**src/rtl/fir_pkg.sv**
```systemverilog
// fir_pkg: constants and types shared by the FIR result path.
//   FIR_DATA_W        - width of one filter result word
//   FIR_FRAME_LEN_DEF - default number of words per frame
//   fir_word_t        - one result word at the default width
package fir_pkg;
  localparam int FIR_DATA_W        = 32;
  localparam int FIR_FRAME_LEN_DEF = 20;
  typedef logic [FIR_DATA_W-1:0] fir_word_t;
endpackage

```
**src/rtl/fir_buf_ram.sv**
```systemverilog
// fir_buf_ram: DEPTH x DATA_W register array used as FIFO storage.
// Ports:
//   clk_i   - rising-edge clock
//   we_i    - write enable
//   waddr_i - write address
//   wdata_i - write data
//   raddr_i - read address
//   rdata_o - read data (asynchronous read)
// Contents are deliberately not reset; the owning FIFO tracks which
// entries are live.
module fir_buf_ram
  import fir_pkg::*;
#(
  parameter int DEPTH  = 16,
  parameter int DATA_W = FIR_DATA_W,
  localparam int AW    = $clog2(DEPTH)
) (
  input  logic              clk_i,
  input  logic              we_i,
  input  logic [AW-1:0]     waddr_i,
  input  logic [DATA_W-1:0] wdata_i,
  input  logic [AW-1:0]     raddr_i,
  output logic [DATA_W-1:0] rdata_o
);

  logic [DATA_W-1:0] mem_q [DEPTH];

  always_ff @(posedge clk_i) begin
    if (we_i) mem_q[waddr_i] <= wdata_i;
  end

  assign rdata_o = mem_q[raddr_i];

endmodule

```
**src/rtl/fir_result_buffer.sv**
```systemverilog
// fir_result_buffer: captures FIR results into a show-ahead FIFO and
// re-emits them on a valid/ready stream with a per-frame last marker.
// Ports:
//   ap_clk, ap_rst_n      - clock, synchronous active-low reset
//   result_r/result_valid - FIR result word and its one-cycle qualifier
//   m_data/m_valid/m_last - head-of-FIFO word, valid, last-of-frame
//   m_ready               - consumer accepts the head word
//   level, full           - registered occupancy (0..DEPTH), level==DEPTH
//   overflow              - sticky flag, set by the first dropped word
//   ovf_count             - saturating dropped-word count, only when the
//                           macro FIR_BUF_OVF_CNT_EN is defined
module fir_result_buffer
  import fir_pkg::*;
#(
  parameter int DATA_W    = FIR_DATA_W,
  parameter int DEPTH     = 16,
  parameter int FRAME_LEN = FIR_FRAME_LEN_DEF,
  localparam int AW       = $clog2(DEPTH),
  localparam int LW       = AW + 1
) (
  input  logic              ap_clk,
  input  logic              ap_rst_n,
  input  logic [DATA_W-1:0] result_r,
  input  logic              result_valid,
  output logic [DATA_W-1:0] m_data,
  output logic              m_valid,
  input  logic              m_ready,
  output logic              m_last,
  output logic [LW-1:0]     level,
  output logic              full,
  output logic              overflow
`ifdef FIR_BUF_OVF_CNT_EN
  ,
  output logic [15:0]       ovf_count
`endif
);

  // Frame counter needs at least one bit even when FRAME_LEN == 1.
  localparam int FW = (FRAME_LEN > 1) ? $clog2(FRAME_LEN) : 1;

  logic [AW-1:0] wr_ptr_q, wr_ptr_d, rd_ptr_q, rd_ptr_d;
  logic [LW-1:0] level_q, level_d;
  logic [FW-1:0] fcnt_q, fcnt_d;
  logic          ovf_q, ovf_d;
  logic          push, pop, drop;

  // full comes from registered occupancy: a pop in the same cycle does
  // not make room for an incoming word.
  assign full    = (level_q == LW'(DEPTH));
  assign m_valid = (level_q != '0);
  assign push    = result_valid & ~full;
  assign drop    = result_valid & full;
  assign pop     = m_valid & m_ready;

  assign level    = level_q;
  assign overflow = ovf_q;
  assign m_last   = m_valid & (fcnt_q == FW'(FRAME_LEN - 1));

  fir_buf_ram #(.DEPTH(DEPTH), .DATA_W(DATA_W)) u_ram (
    .clk_i   (ap_clk),
    .we_i    (push),
    .waddr_i (wr_ptr_q),
    .wdata_i (result_r),
    .raddr_i (rd_ptr_q),
    .rdata_o (m_data)
  );

  always_comb begin
    wr_ptr_d = wr_ptr_q;
    rd_ptr_d = rd_ptr_q;
    level_d  = level_q;
    fcnt_d   = fcnt_q;
    ovf_d    = ovf_q | drop;
    // DEPTH is a power of two, so pointers wrap by natural overflow.
    if (push) wr_ptr_d = wr_ptr_q + 1'b1;
    if (pop) begin
      rd_ptr_d = rd_ptr_q + 1'b1;
      fcnt_d   = (fcnt_q == FW'(FRAME_LEN - 1)) ? '0 : fcnt_q + 1'b1;
    end
    case ({push, pop})
      2'b10:   level_d = level_q + 1'b1;
      2'b01:   level_d = level_q - 1'b1;
      default: level_d = level_q;
    endcase
  end

  always_ff @(posedge ap_clk) begin
    if (!ap_rst_n) begin
      wr_ptr_q <= '0;
      rd_ptr_q <= '0;
      level_q  <= '0;
      fcnt_q   <= '0;
      ovf_q    <= 1'b0;
    end else begin
      wr_ptr_q <= wr_ptr_d;
      rd_ptr_q <= rd_ptr_d;
      level_q  <= level_d;
      fcnt_q   <= fcnt_d;
      ovf_q    <= ovf_d;
    end
  end

`ifdef FIR_BUF_OVF_CNT_EN
  logic [15:0] ovf_cnt_q, ovf_cnt_d;

  // Saturate rather than wrap so a long overflow burst never reads as small.
  always_comb begin
    ovf_cnt_d = ovf_cnt_q;
    if (drop && (ovf_cnt_q != 16'hFFFF)) ovf_cnt_d = ovf_cnt_q + 16'd1;
  end

  always_ff @(posedge ap_clk) begin
    if (!ap_rst_n) ovf_cnt_q <= '0;
    else           ovf_cnt_q <= ovf_cnt_d;
  end

  assign ovf_count = ovf_cnt_q;
`endif

endmodule
```
**config.mk**
```make
export PLATFORM = sky130hd
export DESIGN_NAME = fir_result_buffer
export DESIGN_NICKNAME = d
export VERILOG_FILES = /design/src/rtl/fir_pkg.sv /design/src/rtl/fir_buf_ram.sv /design/src/rtl/fir_result_buffer.sv
export SDC_FILE = /design/constraint.sdc
export NUM_CORES = 1
export LEC_CHECK = 0
export BUFFER_PORTS_ARGS = -buffer_cell sky130_fd_sc_hd__clkbuf_2
export CORE_MARGIN = 2
export CORE_UTILIZATION = 58
export CTS_BUF_LIST = sky130_fd_sc_hd__clkbuf_4 sky130_fd_sc_hd__clkbuf_8
export DETAILED_ROUTE_END_ITERATION = 6
export PLACE_DENSITY = 0.78
export SLEW_MARGIN = 30
export SYNTH_ARGS = -nofsm -noshare
export SYNTH_HDL_FRONTEND = slang
export SYNTH_SLANG_ARGS = --single-unit
```
**constraint.sdc**
```tcl
create_clock -name ap_clk -period 4.1 [get_ports ap_clk]
set_clock_uncertainty 0.15 [all_clocks]
set_input_delay 0.205 -clock ap_clk [delete_from_list [all_inputs] [get_ports ap_clk]]
set_output_delay 0.205 -clock ap_clk [all_outputs]
set_load 0.05 [all_outputs]
```
Word-level counts from Yosys, hierarchy flattened
Memories as Yosys holds them, arrays and structs flattened. A register that Yosys moved wholly into a read port is not among the register bits. Cells that the tools add are included. Widths: inputs -> output; s select.

Register bits after elaboration: 19. RAM bits: 512. Memories kept: 1.

Memories: u_ram.mem_q (depth 16, bits a word 32, rd ports 1, clocked after memory_dff 1, wr ports 1, RTL line fir_buf_ram.sv:26) `logic [DATA_W-1:0] mem_q [DEPTH];`.

Add/sub/neg operators: 5. Equality and inequality tests: 4. Muxes and demuxes: 6. Bitwise gates (word level): 6. Reduce and logical (&&, ||, !) cells: 2.

Operators by type and width (number): $add 5x1->5 const B (2); $eq 5x5->1 const B (2); $pmux 5 s2 (1); $add 4x1->4 const B (2); $mux 4 (2); $mux 5 (1); $reduce_bool 5->1 (1); $sub 5x1->5 const B (1); $and 1x1->1 (4); $eq 2x1->1 const B (1); $eq 2x2->1 const B (1); $mux 1 (2); $reduce_bool 2->1 (1); $not 1->1 (1); $or 1x1->1 (1).

Longest topological paths before layout
Depth in word-level cells: 5. Depth in mapped cells: 14. Mapped depth without buffers: 12.

By module
From an unflattened synthesis, not the netlist that was laid out.

Cells, all modules: 924. Area, all modules: 20260.7 µm².

Modules (own cells, without submodules): fir_buf_ram (instances 1, cells an instance 806, area an instance 19213.4 µm²); fir_result_buffer (instances 1, cells an instance 118, area an instance 1047.3 µm²).

Worst setup path after synthesis
OpenSTA, ideal clock, no wires.

Kind: register to register. Start point: register level_q[2], in the netlist level[2]. End point: memory u_ram.mem_q[3][0] in the netlist's numbering, enable pin. Library setup time: 461 ps. Arrival: 3771 ps. Setup slack: -282 ps. Stages on the path, launching flop included: 6. Path buffers: 1. Cell sequence: dfxtp_1 -> clkbuf_1 -> nor4_4 -> a21boi_2 -> nand2_1 -> nor3_1.

Cells in the longest elaborated chain, start to end: 5.

Ends and longest elaborated chain: from (decl) (RTL line fir_result_buffer.sv:42) `logic [LW-1:0] level_q, level_d;`; from (signal assigned) (RTL line fir_result_buffer.sv:97) `level_q <= level_d;`; $eq 5x5->1 (RTL line fir_result_buffer.sv:49) `assign full = (level_q == LW'(DEPTH));`; $not 1->1 (RTL line fir_result_buffer.sv:51) `assign push = result_valid & ~full;`; $and 1x1->1 (RTL line fir_result_buffer.sv:51); $mux 1 (RTL line fir_buf_ram.sv:29) `if (we_i) mem_q[waddr_i] <= wdata_i;`; $mux 1 (implied by the code) (RTL line fir_buf_ram.sv:29); to (decl) (RTL line fir_buf_ram.sv:26).

Every way passes these cells.

Final worst setup path
Start point: register level_q[1], in the netlist level[1]. End point: register level_q[4], in the netlist level[4].

RTL lines: $reduce_bool 5->1 * (RTL line fir_result_buffer.sv:50) `assign m_valid = (level_q != '0);`; $and 1x1->1 * (RTL line fir_result_buffer.sv:53) `assign pop = m_valid & m_ready;`; via pop (RTL line fir_result_buffer.sv:45) `logic push, pop, drop;`; $eq 2x1->1 or $eq 2x2->1 (tied branches) (RTL line fir_result_buffer.sv:80) `case ({push, pop})`; $pmux 5 s2 or $reduce_bool 2->1 (tied branches).

The timed path passes the listed nets; every way through them passes the cells marked *. A chain may end at the register's enable or synchronous reset.

==> flow_metrics.env <==
export IMPL_clockBufferDepth=3
export IMPL_routed_wl_um=40600
export IMPL_fmax_mhz=295
export IMPL_synth_most_common_cell="edfxtp_1"
export IMPL_timing_final_crit_share_pct=82.8
export IMPL_synth_area_leaders="edfxtp_1 (74%), mux4_2 (12%), mux4_1 (6.4%), dfxtp_1 (2.2%), buf_6 (0.60%)"
export IMPL_status="completed"
export IMPL_clkTransAtPathRegs_ps=60
export IMPL_wire_per_inst_um=26.0
export IMPL_track_usage_pct=22.7
export IMPL_die_w_um=193
export IMPL_cts_tree="yes"
export IMPL_ys_async_sr_fraction_pct=0
export IMPL_ir_drop_mv=0.475
export IMPL_dieHeight_um=193
export IMPL_maxCapViolCount=0
export IMPL_ys_flop_type="edfxtp_1"
export IMPL_leakage_nw=7.62
export IMPL_h_tree_depth=3
export IMPL_slowest_stage="dlygate4sd3_1"
export IMPL_die_area_um2=37100
export IMPL_global_route_overflow_total=0
export IMPL_yosysSeqAreaShare_pct=76.7
export IMPL_hold_class="in -> reg"
export IMPL_critPathKind="reg -> reg"
export IMPL_timing_rr_start="level[1]"
export IMPL_whs_ps=266
export IMPL_initial_core_util_pct=58.5
export IMPL_num_vias=9662
export IMPL_period_needed_ps=3390
export IMPL_setup_viol=0
export IMPL_crit_path_start_kind="register"
export IMPL_rsz0062_at_grt="false"
export IMPL_post_cts_setup_buffers=0
export IMPL_synth_area_per_cell_um2=24.0
export IMPL_grt_pass1_vias=9976
export IMPL_cts_sinks=535
export IMPL_yosysTopAreaCell="edfxtp_1"
export IMPL_slew_violations=0
export IMPL_synth_seq_cells=535
export IMPL_cp_cell_sequence="nor4_4, nand2_1, nand2_2, inv_2, ha_1, xor2_1, ha_1, inv_1, o311ai_0, o22ai_1, mux2i_1, dlygate4sd3_1"
export IMPL_syn_area_um2=20600
export IMPL_drtAntennaViolNets=0
export IMPL_numCtsBuffers=82
export IMPL_clock_latency_ps=640
export IMPL_post_dp_hpwl_um=22800
export IMPL_cp_required_ps=4470
export IMPL_coreArea_um2=35300
export IMPL_dr_pass1_iters=7
export IMPL_fin_nets=1087
export IMPL_slew_headroom_pct=50.7
export IMPL_top_level_ports=77
export IMPL_grt_max_degree=62
export IMPL_synth_fp_nets=904
export IMPL_crit_top_cell="ha_1"
export IMPL_dr_first_iter_drc_count=849
export IMPL_startpoint="level[1]"
export IMPL_worst_slew_pin_slew_ps=738
export IMPL_areaGrowthSynthToFinish_pct=15.3
export IMPL_synth_enable_flop_cells=512
export IMPL_cp_buffers_inverters=3
export IMPL_critPathMaxFanout=9
export IMPL_total_power_w=0.0131
export IMPL_io_buffers=76
export IMPL_holdBufCountCts=36
export IMPL_critPathArrivalTime_ps=3770
export IMPL_cts_root_buf="clkbuf_8"
export IMPL_yosys_top_cells_count="edfxtp_1 (512), mux4_2 (110), mux4_1 (50), nor2_1 (30), dfxtp_1 (23)"
export IMPL_grt_pass1_wl_um=60300
export IMPL_worstHoldStart="result_valid"
export IMPL_viasPerCell=6.18
export IMPL_ys_types=38
export IMPL_antenna_found_initial=1
export IMPL_tns_ps=0
export IMPL_synth_top_cell_area_share_pct=74.5
export IMPL_drive_above_1_share_pct=33.1
export IMPL_synth_cells=860
export IMPL_cp_end_kind="register"
export IMPL_finalHoldViolCount=0
export IMPL_cp_slowest_stage_delay_ps=550
export IMPL_gp_congestion=0.703
export IMPL_drc=0
export IMPL_cts_resized_gates=0
export IMPL_row_count=69
export IMPL_power_density_nw_per_um2=552
export IMPL_yosys_warnings=0
export IMPL_critPathTopFamily="simple AND/OR/NAND/NOR gates"
export IMPL_fin_util_pct=67.4
## final cells by class
| type | instances | area (um2) |
|---|---|---|
| antenna | 1 | 2.50 |
| clock buffer | 109 | 1340 |
| clock inverter | 34 | 259 |
| fill | 2129 | 11500 |
| inverter | 8 | 30.0 |
| multi-input combinational | 275 | 4640 |
| sequential | 535 | 15800 |
| tap | 461 | 577 |
| timing repair buffer | 141 | 1120 |
## sequential cells by signal, summed over array words and instances, names as in the netlist, named ones only
signal and cells:
wr_ptr_q 4, overflow 1, u_ram.mem_q 512, level 5
rd_ptr_q 4, fcnt_q 5
## tightest hold or removal path, cell delays in order
cell and delay [ps]:
dlygate4sd3_1 520, clkbuf_2 140, a21oi_1 80, nor2_1 70
## cells in the final DEF, fill, tap and decap left out, types with 18 or more instances in the layout
cell and count:
mux4_1 50, nor2_1 18, clkinv_1 19, dlygate4sd3_1 36
clkbuf_8 84, edfxtp_1 512, clkbuf_4 25, clkbuf_2 76
dfxtp_1 19, mux4_2 110
## routing by layer
metal	vias to the layer above	track usage, %	share of wire [%]	wire [um]
met5	-	0	0	0
met4	0	7.52	2.0	828
met3	68	4.35	6.2	2530
met2	400	37.7	51	20900
met1	5109	30.6	40	16400
li1	4085	-	-	-
## cell families (layout without fill, tap and decap cells)
kind of cell	count (synthesis)	in the layout	synth area share, %
DFF	535	535	76.7
other	0	1	0
and+or+nand+nor	70	70	1.65
buffers and inverters	50	292	1.50
xor gates and xnor gates	13	13	0.551
adders and majority gates	8	8	0.485
muxes	164	164	18.6
AOI/OAI and AO/OA	20	20	0.570
## report_power, final
part / switching [W] / internal (W) / total [W]
logic: 0.00147 / 0.00102 / 0.00249
clock network: 0.00197 / 0.00234 / 0.00431
registers: 0.000149 / 0.00620 / 0.00635
## stage by stage
| step | area (um2) | setup slack (ps) | cells |
|---|---|---|---|
| floorplan | 20700 | 573 | 860 |
| global placement | 21900 | 1290 | 1384 |
| detailed placement | 21900 | 1210 | 1384 |
| CTS | 23800 | 649 | 1563 |
| global route | 23800 | 430 | 1564 |
| finish | 23800 | 705 | 1564 |
## worst paths after layout
check	end	slack, ps	cells past startpoint
max reg2reg	level[4]	710	12
min reg2reg	overflow	340	2
max	level[4]	710	12
min	overflow	270	4
Power figures use the tool's default switching activity.
